--- src/rtl/stack_cmd_pkg.sv ---
// Shared types and defaults for the LIFO stack command master.
// The op encoding matches the host-side cmd_op field.
package stack_cmd_pkg;

    localparam int DW_DEF    = 8;
    localparam int DEPTH_DEF = 256;

    typedef enum logic [1:0] {
        OP_NOP   = 2'b00,
        OP_PUSH  = 2'b01,
        OP_POP   = 2'b10,
        OP_FLUSH = 2'b11
    } op_e;

    typedef enum logic [2:0] {
        S_IDLE,
        S_ALIGN,
        S_PH0,
        S_PH1,
        S_CAPTURE,
        S_RESP,
        S_FLUSH
    } state_e;

    // Occupancy counter must hold 0..depth inclusive.
    function automatic int depth_w(input int depth);
        return $clog2(depth + 1);
    endfunction

endpackage

--- src/rtl/stack_phase_tracker.sv ---
// Mirror of the stack's internal step toggle. The stack clears its step whenever its
// reset is low, so the mirror follows stk_rst_n rather than the master reset.
module stack_phase_tracker (
    input  logic clk,
    input  logic stk_rst_n,
    output logic phase_nxt
);

    logic phase_q, phase_d;

    always_comb phase_d = stk_rst_n ? ~phase_q : 1'b0;

    always_ff @(posedge clk) phase_q <= phase_d;

    assign phase_nxt = phase_d;

endmodule

--- src/rtl/stack_cmd_master.sv ---
// Command front-end for the two-phase LIFO stack: one command in flight, strobes held
// for exactly one step-0/step-1 pair, occupancy tracked here to refuse over/underflow.
module stack_cmd_master
    import stack_cmd_pkg::*;
#(
    parameter  int DW        = DW_DEF,
    parameter  int DEPTH     = DEPTH_DEF,
    parameter  int FLUSH_CYC = 1,
    localparam int DEPTH_W   = depth_w(DEPTH)
) (
    input  logic               clk,
    input  logic               reset,
    input  logic               cmd_valid,
    output logic               cmd_ready,
    input  logic [1:0]         cmd_op,
    input  logic [DW-1:0]      cmd_data,
    output logic               rsp_valid,
    output logic [DW-1:0]      rsp_data,
    output logic               rsp_err,
    output logic               stk_push,
    output logic               stk_pop,
    output logic [DW-1:0]      stk_wdata,
    input  logic [DW-1:0]      stk_rdata,
    output logic               stk_rst_n,
    output logic [DEPTH_W-1:0] depth,
    output logic               full,
    output logic               empty
);

    localparam int FCW = (FLUSH_CYC > 1) ? $clog2(FLUSH_CYC) : 1;

    state_e             state_q, state_d;
    op_e                op_q, op_d;
    logic [DW-1:0]      data_q, data_d;
    logic [DW-1:0]      rsp_data_q, rsp_data_d;
    logic               rsp_err_q, rsp_err_d;
    logic [DEPTH_W-1:0] depth_q, depth_d;
    logic [FCW-1:0]     fcnt_q, fcnt_d;
    logic               push_q, push_d, pop_q, pop_d;
    logic               hs, phase_nxt;

    assign cmd_ready = (state_q == S_IDLE);
    assign hs        = cmd_valid & cmd_ready;
    assign full      = (depth_q == DEPTH_W'(DEPTH));
    assign empty     = (depth_q == '0);
    assign stk_rst_n = ~reset & (state_q != S_FLUSH);

    stack_phase_tracker u_phase (
        .clk       (clk),
        .stk_rst_n (stk_rst_n),
        .phase_nxt (phase_nxt)
    );

    always_ff @(posedge clk) begin
        if (reset) state_q <= S_IDLE;
        else       state_q <= state_d;
    end

    always_comb begin
        state_d = state_q;
        case (state_q)
            S_IDLE: begin
                if (hs) begin
                    if (cmd_op == OP_FLUSH)
                        state_d = S_FLUSH;
                    else if (cmd_op == OP_NOP || (cmd_op == OP_PUSH && full) ||
                             (cmd_op == OP_POP && empty))
                        state_d = S_RESP;
                    else
                        state_d = phase_nxt ? S_ALIGN : S_PH0;
                end
            end
            S_ALIGN:   state_d = S_PH0;
            S_PH0:     state_d = S_PH1;
            S_PH1:     state_d = (op_q == OP_POP) ? S_CAPTURE : S_RESP;
            S_CAPTURE: state_d = S_RESP;
            S_RESP:    state_d = S_IDLE;
            S_FLUSH:   if (fcnt_q == FCW'(FLUSH_CYC - 1)) state_d = S_RESP;
            default:   state_d = S_IDLE;
        endcase
    end

    always_comb begin
        op_d       = op_q;
        data_d     = data_q;
        rsp_data_d = rsp_data_q;
        rsp_err_d  = rsp_err_q;
        depth_d    = depth_q;
        fcnt_d     = '0;
        if (hs) begin
            op_d       = op_e'(cmd_op);
            data_d     = cmd_data;
            rsp_data_d = '0;
            rsp_err_d  = (cmd_op == OP_PUSH && full) || (cmd_op == OP_POP && empty);
        end
        case (state_q)
            S_PH1:     depth_d = (op_q == OP_PUSH) ? depth_q + 1'b1 : depth_q - 1'b1;
            S_CAPTURE: rsp_data_d = stk_rdata;
            S_FLUSH: begin
                fcnt_d  = fcnt_q + 1'b1;
                depth_d = '0;
            end
            default: ;
        endcase
        // Strobes are registered off the next state so they cover exactly PH0..PH1.
        push_d = (state_d == S_PH0 || state_d == S_PH1) && (op_d == OP_PUSH);
        pop_d  = (state_d == S_PH0 || state_d == S_PH1) && (op_d == OP_POP);
    end

    always_ff @(posedge clk) begin
        if (reset) begin
            op_q       <= OP_NOP;
            data_q     <= '0;
            rsp_data_q <= '0;
            rsp_err_q  <= 1'b0;
            depth_q    <= '0;
            fcnt_q     <= '0;
            push_q     <= 1'b0;
            pop_q      <= 1'b0;
        end else begin
            op_q       <= op_d;
            data_q     <= data_d;
            rsp_data_q <= rsp_data_d;
            rsp_err_q  <= rsp_err_d;
            depth_q    <= depth_d;
            fcnt_q     <= fcnt_d;
            push_q     <= push_d;
            pop_q      <= pop_d;
        end
    end

    // Reset mid-transfer must drop the strobe and response in the same cycle.
    assign stk_push  = push_q & ~reset;
    assign stk_pop   = pop_q & ~reset;
    assign rsp_valid = (state_q == S_RESP) & ~reset;
    assign stk_wdata = data_q;
    assign rsp_data  = rsp_data_q;
    assign rsp_err   = rsp_err_q;
    assign depth     = depth_q;

endmodule
--- config.mk ---
export PLATFORM = sky130hd
export DESIGN_NAME = stack_cmd_master
export DESIGN_NICKNAME = d
export VERILOG_FILES = /design/src/rtl/stack_cmd_pkg.sv /design/src/rtl/stack_phase_tracker.sv /design/src/rtl/stack_cmd_master.sv
export SDC_FILE = /design/constraint.sdc
export NUM_CORES = 1
export LEC_CHECK = 0
export CAP_MARGIN = 20
export CORE_UTILIZATION = 40
export CTS_BUF_LIST = sky130_fd_sc_hd__clkbuf_2 sky130_fd_sc_hd__clkbuf_4 sky130_fd_sc_hd__clkbuf_8
export DETAILED_ROUTE_END_ITERATION = 6
export GPL_TIMING_DRIVEN = 1
export HOLD_SLACK_MARGIN = 0.15
export PLACE_DENSITY_LB_ADDON = 0.08
export SETUP_SLACK_MARGIN = 0.2
export SLEW_MARGIN = 10
export SYNTH_ARGS = -nofsm -noshare
export SYNTH_HDL_FRONTEND = slang
export SYNTH_SLANG_ARGS = --single-unit
--- constraint.sdc ---
create_clock -name clk -period 3.8 [get_ports clk]
set_input_delay 0.57 -clock clk [delete_from_list [all_inputs] [get_ports clk]]
set_output_delay 0.57 -clock clk [all_outputs]
set_load 0.02 [all_outputs]
==> impl_metrics.py, run 1 <==
metrics = {
    "status": {
        "status": "complete, no violations",
    },
    "clock_network": {
        "cts_tree": "built",
        "hold_buffers": 0,
        "clockBufferDepth": 2,
        "clk_pin_slew_ps": 60,
        "cts.sinks": 35,
        "cts_max_level": 2,
        "clk_latency_ps": 290,
        "cts_setup_buffers": 0,
        "cts_root_buf": "clkbuf_8",
        "cts_buffers": 5,
        "cts_resized": 0,
    },
    "synthesis": {
        "synth_top_cell_by_area": "dfxtp_1",
        "synthArstFlopShare_pct": 0,
        "ys_warn_count": 0,
        "synth_top_area_share_pct": 37.0,
        "synth_cells": 234,
        "ys_seq_area_share_pct": 37.0,
        "ys.flop_type": "dfxtp_1",
        "synth.area.top_cells": "dfxtp_1 (37%), nand2_1 (8.3%), a21oi_1 (7.4%)",
        "synth_edf_count": 0,
        "ys_types": 45,
        "syn-num-nets": 263,
        "ys_ff_latch": 35,
        "syn_area_per_cell_um2": 8.10,
        "synth_area_um2": 1900,
    },
    "setup_path": {
        "critical_path_arrival_ps": 2220,
        "startpoint_type": "input port",
        "required_ps": 3230,
        "cp_max_fo": 16,
        "crit_type": "in -> out",
        "critPathCaptureType": "primary output",
    },
    "die": {
        "die_y_um": 70.8,
        "die-area_um2": 5020,
        "die_w_um": 70.8,
        "coreArea_um2": 4440,
        "start_util_pct": 42.7,
        "io_pins": 54,
        "row_count": 24,
    },
    "route": {
        "drt-vias-per-instance": 5.23,
        "drt_pass1_iterations": 6,
        "routedWlPerCell_um": 12.8,
        "totalWireLength_um": 4290,
        "drtAntennaViolNets": 0,
        "vias": 1758,
        "drt_iter0_markers": 131,
        "drc": 0,
    },
    "sta": {
        "finalSetupTns_ps": 0,
        "tightest_slew_ps": 764,
        "fin_crit_sh_pct": 73.3,
        "clock.fmax_ghz": 0.359,
        "slew_violations": 0,
        "finClkSkew_ps": 3.23,
        "min_period_ps": 2790,
        "maxSlewHeadroom_pct": 49.0,
        "setup_slack_ps": 1010,
        "finalHoldViolations": 0,
        "rsz0062_at_grt": "no",
        "setup_viol_count_final": 0,
    },
    "cells_and_area": {
        "utilization_pct": 57.4,
        "diodes": 0,
        "drive_above_1_share_pct": 9.51,
        "synthToLayoutAreaGrowth_pct": 34.5,
        "fin_nets": 312,
    },
    "global_route": {
        "antenna_found_initial": 0,
        "first_global_vias": 1544,
        "grt_first_pass_wirelength_um": 7160,
        "grt_overflow": 0,
        "grt_max_degree": 24,
        "gr-usage-all-layers_pct": 18.3,
    },
    "placement": {
        "numPortBuffers": 53,
        "dp_hpwl_um": 3080,
        "pre_cts_slack_ps": 983,
        "gp_congestion": 0.844,
    },
    "power": {
        "power_density_nw_per_um2": 645,
        "p_leak_uw": 0.000960,
        "ir_drop_v": 0.000313,
        "finalPower_uw": 1640,
    },
    "run": {
        "timing.max_cap.violations": 0,
    },
    "worst_hold_path": {
        "hold_path_class": "reg -> reg",
    },
}
logic make-up (layout without fill, tap and decap cells):
logic type	count (synthesis)	count (layout)	share of synthesized area, %
flops	35	35	37.0
mux	1	1	0.528
xor+xnor	6	6	2.77
simple gates	104	104	29.4
buf+inv	20	70	4.36
fa+ha+maj	8	8	5.68
compound gates	60	60	20.3
synthesized netlist by cell type, types with 2 or more instances:
library cell,number
o21ai_1,3
nand3b_1,2
nor3_2,3
a22oi_1,3
nor3_1,3
a21oi_1,28
a21oi_2,3
nand3_1,14
nand2b_1,7
nor2b_4,2
nor2b_1,5
o21ai_0,7
a31oi_1,2
a211oi_1,2
ha_1,7
inv_1,7
buf_2,3
nand2_1,42
nor4_4,2
or3_1,2
xnor2_1,4
clkbuf_1,8
xor2_1,2
dfxtp_1,35
nor2_1,16
o31ai_1,3
power breakdown:
group	total [uW]	leakage [uW]	switching [uW]	internal [uW]
logic	795	0.000620	438	357
clock network	303	0.0000549	130	172
registers	546	0.000285	109	437
metal layers:
layer  global-route usage, %  share of wire, %  vias to the layer above
li1                        -                 -                      908
met1                    25.8                50                      795
met2                    26.8                43                       48
met3                    5.41               5.6                        7
met4                    6.00               1.4                        0
met5                       0                 0                        -
worst max-delay path, cell delays in order:
cell and delay [ps]:
clkdlybuf4s50_1 710, nor3_1 290, clkdlybuf4s50_1 640
layout make-up:
cell class,count,area [um^2]
Inverter,8,30.0
Tap cell,52,65.1
Clock buffer,8,104
Sequential cell,35,701
Timing Repair Buffer,54,538
Fill cell,454,1890
Multi-Input combinational cell,179,1110
worst paths after layout:
kind                        startpoint                         to  slack [ps]  depth (start not counted)
max reg2reg         op_q[1]$_SDFF_PP0_      depth[8]$_SDFFE_PP0P_        1390                          9
min          stk_wdata[0]$_SDFFE_PP0P_  stk_wdata[0]$_SDFFE_PP0P_         460                          2
max                              reset                  rsp_valid        1010                          3
min reg2reg  stk_wdata[0]$_SDFFE_PP0P_  stk_wdata[0]$_SDFFE_PP0P_         460                          2
state kept, by name, summed over array words and instances (netlist names):
| signal | cells |
|---|---|
| state_q | 3 |
| push_q | 1 |
| fcnt_q | 1 |
| pop_q | 1 |
| rsp_data | 8 |
| rsp_err | 1 |
| op_q | 2 |
| u_phase.phase_q | 1 |
| depth | 9 |
| stk_wdata | 8 |
layout by cell type, fill, tap and decap left out, drive strengths merged:
cell type and count:
a22oi 3, a21oi 31, xnor2 4, nor2b 7, mux2i 1, dfxtp 35
a32oi 1, buf 1, o21bai 1, and2 1, nand2b 7, xor2 2
o31ai 4, clkdlybuf4s50 53, a21o 1, a221oi 1, nor2 16, o21a 1
ha 7, clkbuf 8, o31a 1, a211oi 3, a211o 1, fa 1
a31oi 2, inv 8, nor3 6, o21ai 10, nand2 43, nand3 15
nand3b 3, or3 3, nor4 3
metrics by stage:
step / std cells / hold slack [ps] / cell area [um^2]
after floorplan: 234 / 412 / 1900
after global placement: 328 / 439 / 2450
after detailed placement: 328 / 442 / 2450
after CTS: 336 / 459 / 2550
after global routing: 336 / 480 / 2550
final: 336 / 457 / 2550
Power figures use the tool's default switching activity.
==> run 2: changes to the inputs <==
Clock period 3.8 ns to 2.7 ns, I/O delays scaled along.
==> run 2 against run 1 <==
  * Via count up 0.51%
  * Global-route usage rose by 0.96 points
  * Wire length grew 3.9%
  * Clock skew rose by 5.2 ps
  * Core utilization grew 0.37 points
==> impl_metrics.py, run 2 (same netlist as run 1, synthesis figures left out) <==
metrics = {
    "status": {
        "status": "complete, no violations",
    },
    "setup_path": {
        "reg2reg_depth": 8,
        "crit_path_max_incr_delay_ps": 610,
        "crit_family": "simple AND/OR/NAND/NOR gates",
        "timing.rr.start": "depth[0]$_SDFFE_PP0P_",
        "startpoint_type": "flop",
        "crit_type": "reg -> out",
        "cp_cell_sequence": "nor4_4 -> nand2_2 -> nor2_1 -> clkdlybuf4s50_1",
        "crit_start": "depth[4]$_SDFFE_PP0P_",
        "cp_max_fo": 4,
        "required_ps": 2300,
        "crit_path_top_delay_cell": "clkdlybuf4s50_1",
        "crit_buf_inv": 1,
        "critPathCaptureType": "primary output",
        "critical_path_arrival_ps": 1890,
        "r2r_slack_ps": 500,
        "r2r_end": "depth[8]$_SDFFE_PP0P_",
    },
    "run": {
        "timing.max_cap.violations": 0,
    },
    "clock_network": {
        "cts_setup_buffers": 0,
        "cts_root_buf": "clkbuf_8",
        "clockBufferDepth": 2,
        "cts_tree": "built",
        "clk_pin_slew_ps": 80,
        "clk_latency_ps": 290,
        "cts_buffers": 5,
        "cts.sinks": 35,
        "cts_max_level": 2,
    },
    "power": {
        "power_frac_clock_pct": 16.5,
        "sw_frac_of_total_pct": 43.0,
        "power_density_nw_per_um2": 902,
        "p_leak_uw": 0.000964,
        "intPower_uw": 1320,
        "ir_drop_v": 0.000462,
        "power_frac_seq_pct": 32.8,
        "p_switching_uw": 994,
        "comb_power_share_pct": 50.6,
    },
    "sta": {
        "fin_crit_sh_pct": 85.1,
        "min_period_ps": 2300,
        "rsz0062_at_grt": "no",
        "finalHoldViolations": 0,
        "setup_viol_count_final": 0,
        "clock.fmax_ghz": 0.435,
        "slew_violations": 0,
        "maxSlewHeadroom_pct": 63.8,
        "tightest_slew_ps": 542,
        "finalSetupTns_ps": 0,
        "finClkSkew_ps": 8.41,
    },
    "route": {
        "drt_pass1_iterations": 7,
        "drtAntennaViolNets": 0,
        "totalWireLength_um": 4460,
        "drt_iter0_markers": 106,
        "vias": 1767,
        "routedWlPerCell_um": 13.1,
        "drt-vias-per-instance": 5.20,
        "drc": 0,
    },
    "global_route": {
        "grt_overflow": 0,
        "gr-usage-all-layers_pct": 19.3,
        "first_global_vias": 1613,
        "grt_first_pass_wirelength_um": 7560,
        "grt_max_degree": 24,
        "antenna_found_initial": 0,
    },
    "cells_and_area": {
        "drive_above_1_share_pct": 11.1,
        "synthToLayoutAreaGrowth_pct": 35.4,
        "fin_area_um2": 2570,
        "largest_reg_flops": 9,
        "layout_common_cells": "clkdlybuf4s50_1 (53), nand2_1 (42), dfxtp_1 (34)",
        "fillCellCount": 414,
        "fin_nets": 316,
        "layout_commonest_cell": "clkdlybuf4s50_1",
        "multiInputGateArea_um2": 1110,
        "seq_area_um2": 702,
        "diodes": 0,
    },
    "die": {
        "coreArea_um2": 4440,
        "die_y_um": 70.8,
        "start_util_pct": 42.7,
        "die_w_um": 70.8,
        "row_count": 24,
        "die-area_um2": 5020,
        "io_pins": 54,
    },
    "placement": {
        "dp_hpwl_um": 3190,
        "gp_congestion": 0.836,
        "dpl_cell_area_um2": 2480,
        "numPortBuffers": 53,
    },
    "worst_hold_path": {
        "worstHoldStart": "fcnt_q$_SDFF_PP0_",
        "hold_path_class": "reg -> reg",
        "hold_path_depth": 1,
        "hold_end": "fcnt_q$_SDFF_PP0_",
    },
}
[run 2: cell types whose count changed in the layout (fill, tap and decap cells not counted), sizes merged]
cell | previous run | this run
clkinvlp | 0 | 2
clkbuf | 8 | 5
buf | 1 | 5
clkinv | 0 | 1
[run 2: how the worst max path moves through the flow]
stage | end | cells past startpoint
after CTS | rsp_valid | 3
after global placement | rsp_valid | 3
after detailed placement | depth[8]$_SDFFE_PP0P_ | 8
after global routing | depth[8]$_SDFFE_PP0P_ | 8
final | empty | 4
after floorplan | depth[8]$_SDFFE_PP0P_ | 8
[run 2: power groups by stage]
stage / Sequential [uW] / Clock, uW / Combinational [uW]
after floorplan: 786 / 0 / 777
after global placement: 767 / 0 / 1170
after detailed placement: 769 / 0 / 1170
after CTS: 758 / 395 / 1180
after global routing: 778 / 421 / 1300
final: 760 / 382 / 1170
[run 2: final cells by class]
type,instances,share of cell area (%)
clock buffers,5,2.68
flip-flops and latches,35,27.4
well taps,52,2.54
multi-input cells,179,43.3
clock inverters,3,0.780
repair buffers,58,22.1
inverters,8,1.17
[run 2: per-stage QoR]
| step | utilization, % | total power [uW] | setup slack, ps | instances | hold WS, ps |
|---|---|---|---|---|---|
| finish | 57.7 | 2310 | 403 | 340 | 444 |
| global route | 57.7 | 2490 | 223 | 340 | 474 |
| CTS | 57.7 | 2330 | 317 | 340 | 447 |
| detailed placement | 55.7 | 1940 | 491 | 332 | 439 |
| global placement | 55.7 | 1940 | 515 | 332 | 434 |
| floorplan | - | 1560 | 530 | 234 | 412 |
[run 2: metal layers]
| layer | track usage (%) | wire length [um] | up-vias |
|---|---|---|---|
| li1 | - | - | 919 |
| met3 | 4.99 | 259 | 5 |
| met4 | 7.33 | 62 | 0 |
| met1 | 26.7 | 2220 | 794 |
| met5 | 0 | 0 | - |
| met2 | 28.8 | 1910 | 49 |
[run 2: timing repair]
item	CTS	global route
gates resized for setup	0	1
setup endpoints to repair	0	1
hold buffers	0	0
==> run 3: changes to the inputs <==
Settings changed: GPL_TIMING_DRIVEN 1 to 0, RECOVER_POWER from default to 100.
==> run 3 against run 2 <==
  * Wire length decreased by 2.9%
  * First-iteration DRC count decreased by 22%
  * Largest cell class unchanged
  * Combinational power about the same
  * The run now ends with design-rule violations left
==> impl_metrics.py, run 3 (same netlist as run 1, synthesis figures left out) <==
metrics = {
    "status": {
        "status": "finished with violations",
        "violations": "design-rule violations",
    },
    "setup_path": {
        "r2r_slack_ps": 410,
        "reg2reg_depth": 8,
        "timing.rr.start": "depth[0]$_SDFFE_PP0P_",
        "startpoint_type": "input port",
        "critical_path_arrival_ps": 2040,
        "cp_max_fo": 10,
        "crit_type": "in -> out",
        "crit_cells": 5,
        "crit_path_top_delay_cell": "dlygate4sd3_1",
        "crit_family": "buffers and inverters",
        "r2r_end": "depth[8]$_SDFFE_PP0P_",
        "required_ps": 2300,
        "critPathCaptureType": "primary output",
        "crit_buf_inv": 4,
        "cp_cell_sequence": "dlygate4sd3_1 -> clkbuf_2 -> clkbuf_1 -> nor3_1 -> dlygate4sd2_1",
        "crit_path_max_incr_delay_ps": 560,
    },
    "cells_and_area": {
        "fillCellCount": 449,
        "layout_common_cells": "nand2_1 (42), dfxtp_1 (35), dlygate4sd3_1 (35)",
        "diodes": 0,
        "synthToLayoutAreaGrowth_pct": 34.8,
        "largest_reg_flops": 9,
        "drive_above_1_share_pct": 9.18,
        "utilization_pct": 57.5,
        "instances_no_fill": 346,
        "fin_nets": 323,
        "layout_commonest_cell": "nand2_1",
    },
    "power": {
        "finalPower_uw": 2250,
        "ir_drop_v": 0.000477,
        "power_density_nw_per_um2": 879,
        "p_leak_uw": 0.00107,
    },
    "global_route": {
        "gr-usage-met3_pct": 3.70,
        "grt_first_pass_wirelength_um": 7470,
        "grt_overflow": 0,
        "busiest_layer": "met1",
        "first_global_vias": 1614,
        "gr-usage-all-layers_pct": 18.5,
        "gr-usage-met1_pct": 28.0,
        "grt_max_degree": 11,
        "grtUsageMet2_pct": 26.7,
        "antenna_found_initial": 0,
    },
    "die": {
        "die_y_um": 70.8,
        "die-area_um2": 5020,
        "die_w_um": 70.8,
        "row_count": 24,
        "start_util_pct": 42.7,
        "coreArea_um2": 4440,
        "io_pins": 54,
    },
    "route": {
        "drt_iter0_markers": 83,
        "drtAntennaViolNets": 0,
        "drt-vias-per-instance": 5.01,
        "drt_pass1_iterations": 6,
        "vias": 1732,
        "drc": 6,
        "totalWireLength_um": 4330,
        "routedWlPerCell_um": 12.5,
    },
    "sta": {
        "clock.fmax_ghz": 0.409,
        "finalHoldViolations": 0,
        "rsz0062_at_grt": "no",
        "fin_crit_sh_pct": 90.6,
        "finClkSkew_ps": 2.88,
        "tightest_slew_ps": 635,
        "slew_violations": 0,
        "setup_viol_count_final": 0,
        "setup_slack_ps": 255,
        "maxSlewHeadroom_pct": 57.4,
        "min_period_ps": 2440,
    },
    "placement": {
        "placedCellCount": 339,
        "dp_hpwl_um": 3190,
        "numPortBuffers": 53,
        "gp_congestion": 0.832,
        "pre_cts_slack_ps": -87.0,
    },
    "clock_network": {
        "clockBufferDepth": 2,
        "cts_buffers": 5,
        "cts_root_buf": "clkbuf_8",
        "clk_pin_slew_ps": 70,
        "clk_latency_ps": 280,
        "cts_max_level": 2,
        "cts_tree": "built",
        "cts.sinks": 35,
        "cts_setup_buffers": 0,
    },
    "worst_hold_path": {
        "worstHoldStart": "u_phase.phase_q$_DFF_P_",
        "hold_path_class": "reg -> reg",
        "hold_path_depth": 1,
        "hold_end": "u_phase.phase_q$_DFF_P_",
    },
    "run": {
        "timing.max_cap.violations": 0,
    },
}
[run 3: cell count changes in the layout (fill, tap and decap cells not counted), sizes merged]
cell	previous run	this run
dlygate4sd2	0	1
clkdlybuf4s50	53	17
clkbuf	5	14
clkinvlp	2	0
dlygate4sd3	0	35
buf	5	4
[run 3: worst max path at each step]
stage | start | endpoint | slack [ps]
2_1_floorplan | depth[0]$_SDFFE_PP0P_ | depth[8]$_SDFFE_PP0P_ | 530
3_3_place_gp | reset | rsp_valid | -110
3_5_place_dp | reset | rsp_valid | -90
4_1_cts | op_q[1]$_SDFF_PP0_ | depth[8]$_SDFFE_PP0P_ | 340
5_1_grt | reset | rsp_valid | 160
6_report | reset | rsp_valid | 260
[run 3: stage by stage]
| stage | cell area, um^2 | hold WS [ps] | setup TNS, ps |
|---|---|---|---|
| after global routing | 2550 | 427 | 0 |
| after CTS | 2580 | 454 | 0 |
| final | 2550 | 402 | 0 |
| after detailed placement | 2490 | 444 | -87.0 |
| after global placement | 2490 | 440 | -115 |
| after floorplan | 1900 | 412 | 0 |
[run 3: routing by layer]
| metal | vias to the layer above | share of wire, % |
|---|---|---|
| li1 | 928 | - |
| met1 | 763 | 52 |
| met2 | 39 | 42 |
| met3 | 2 | 5.7 |
| met4 | 0 | 0.35 |
| met5 | - | 0 |
[run 3: power breakdown]
| group | switching (uW) | leakage [uW] | internal, uW |
|---|---|---|---|
| Clock | 178 | 0.0000470 | 200 |
| Combinational | 686 | 0.000739 | 486 |
| Sequential | 81.2 | 0.000285 | 615 |
[run 3: worst reg2reg max path, stage by stage, from the launching register on]
cell and delay [ps]:
dfxtp_1 500, inv_1 110, fa_1 440, nand2b_1 190, a21oi_1 270, o21ai_1 140, xnor2_1 140, or3_1 300
a31oi_1 120
[run 3: area by class of cell]
cell class	count	area [um^2]	share of cell area, %
multi-input combinational	179	1090	42.6
sequential	35	701	27.4
timing repair buffer	53	529	20.7
clock buffer	6	82.6	3.23
tap	52	65.1	2.55
buffer	12	53.8	2.11
inverter	8	30.0	1.18
clock inverter	1	5.00	0.196
[run 3: repair_timing]
| item | 4_1_cts | 5_1_grt |
|---|---|---|
| hold endpoints to repair | 0 | 0 |
| gates resized for setup | 4 | 2 |
| hold buffers | 0 | 0 |
| pin swaps | 0 | 0 |
| endpoints found under the setup margin | 2 | 1 |
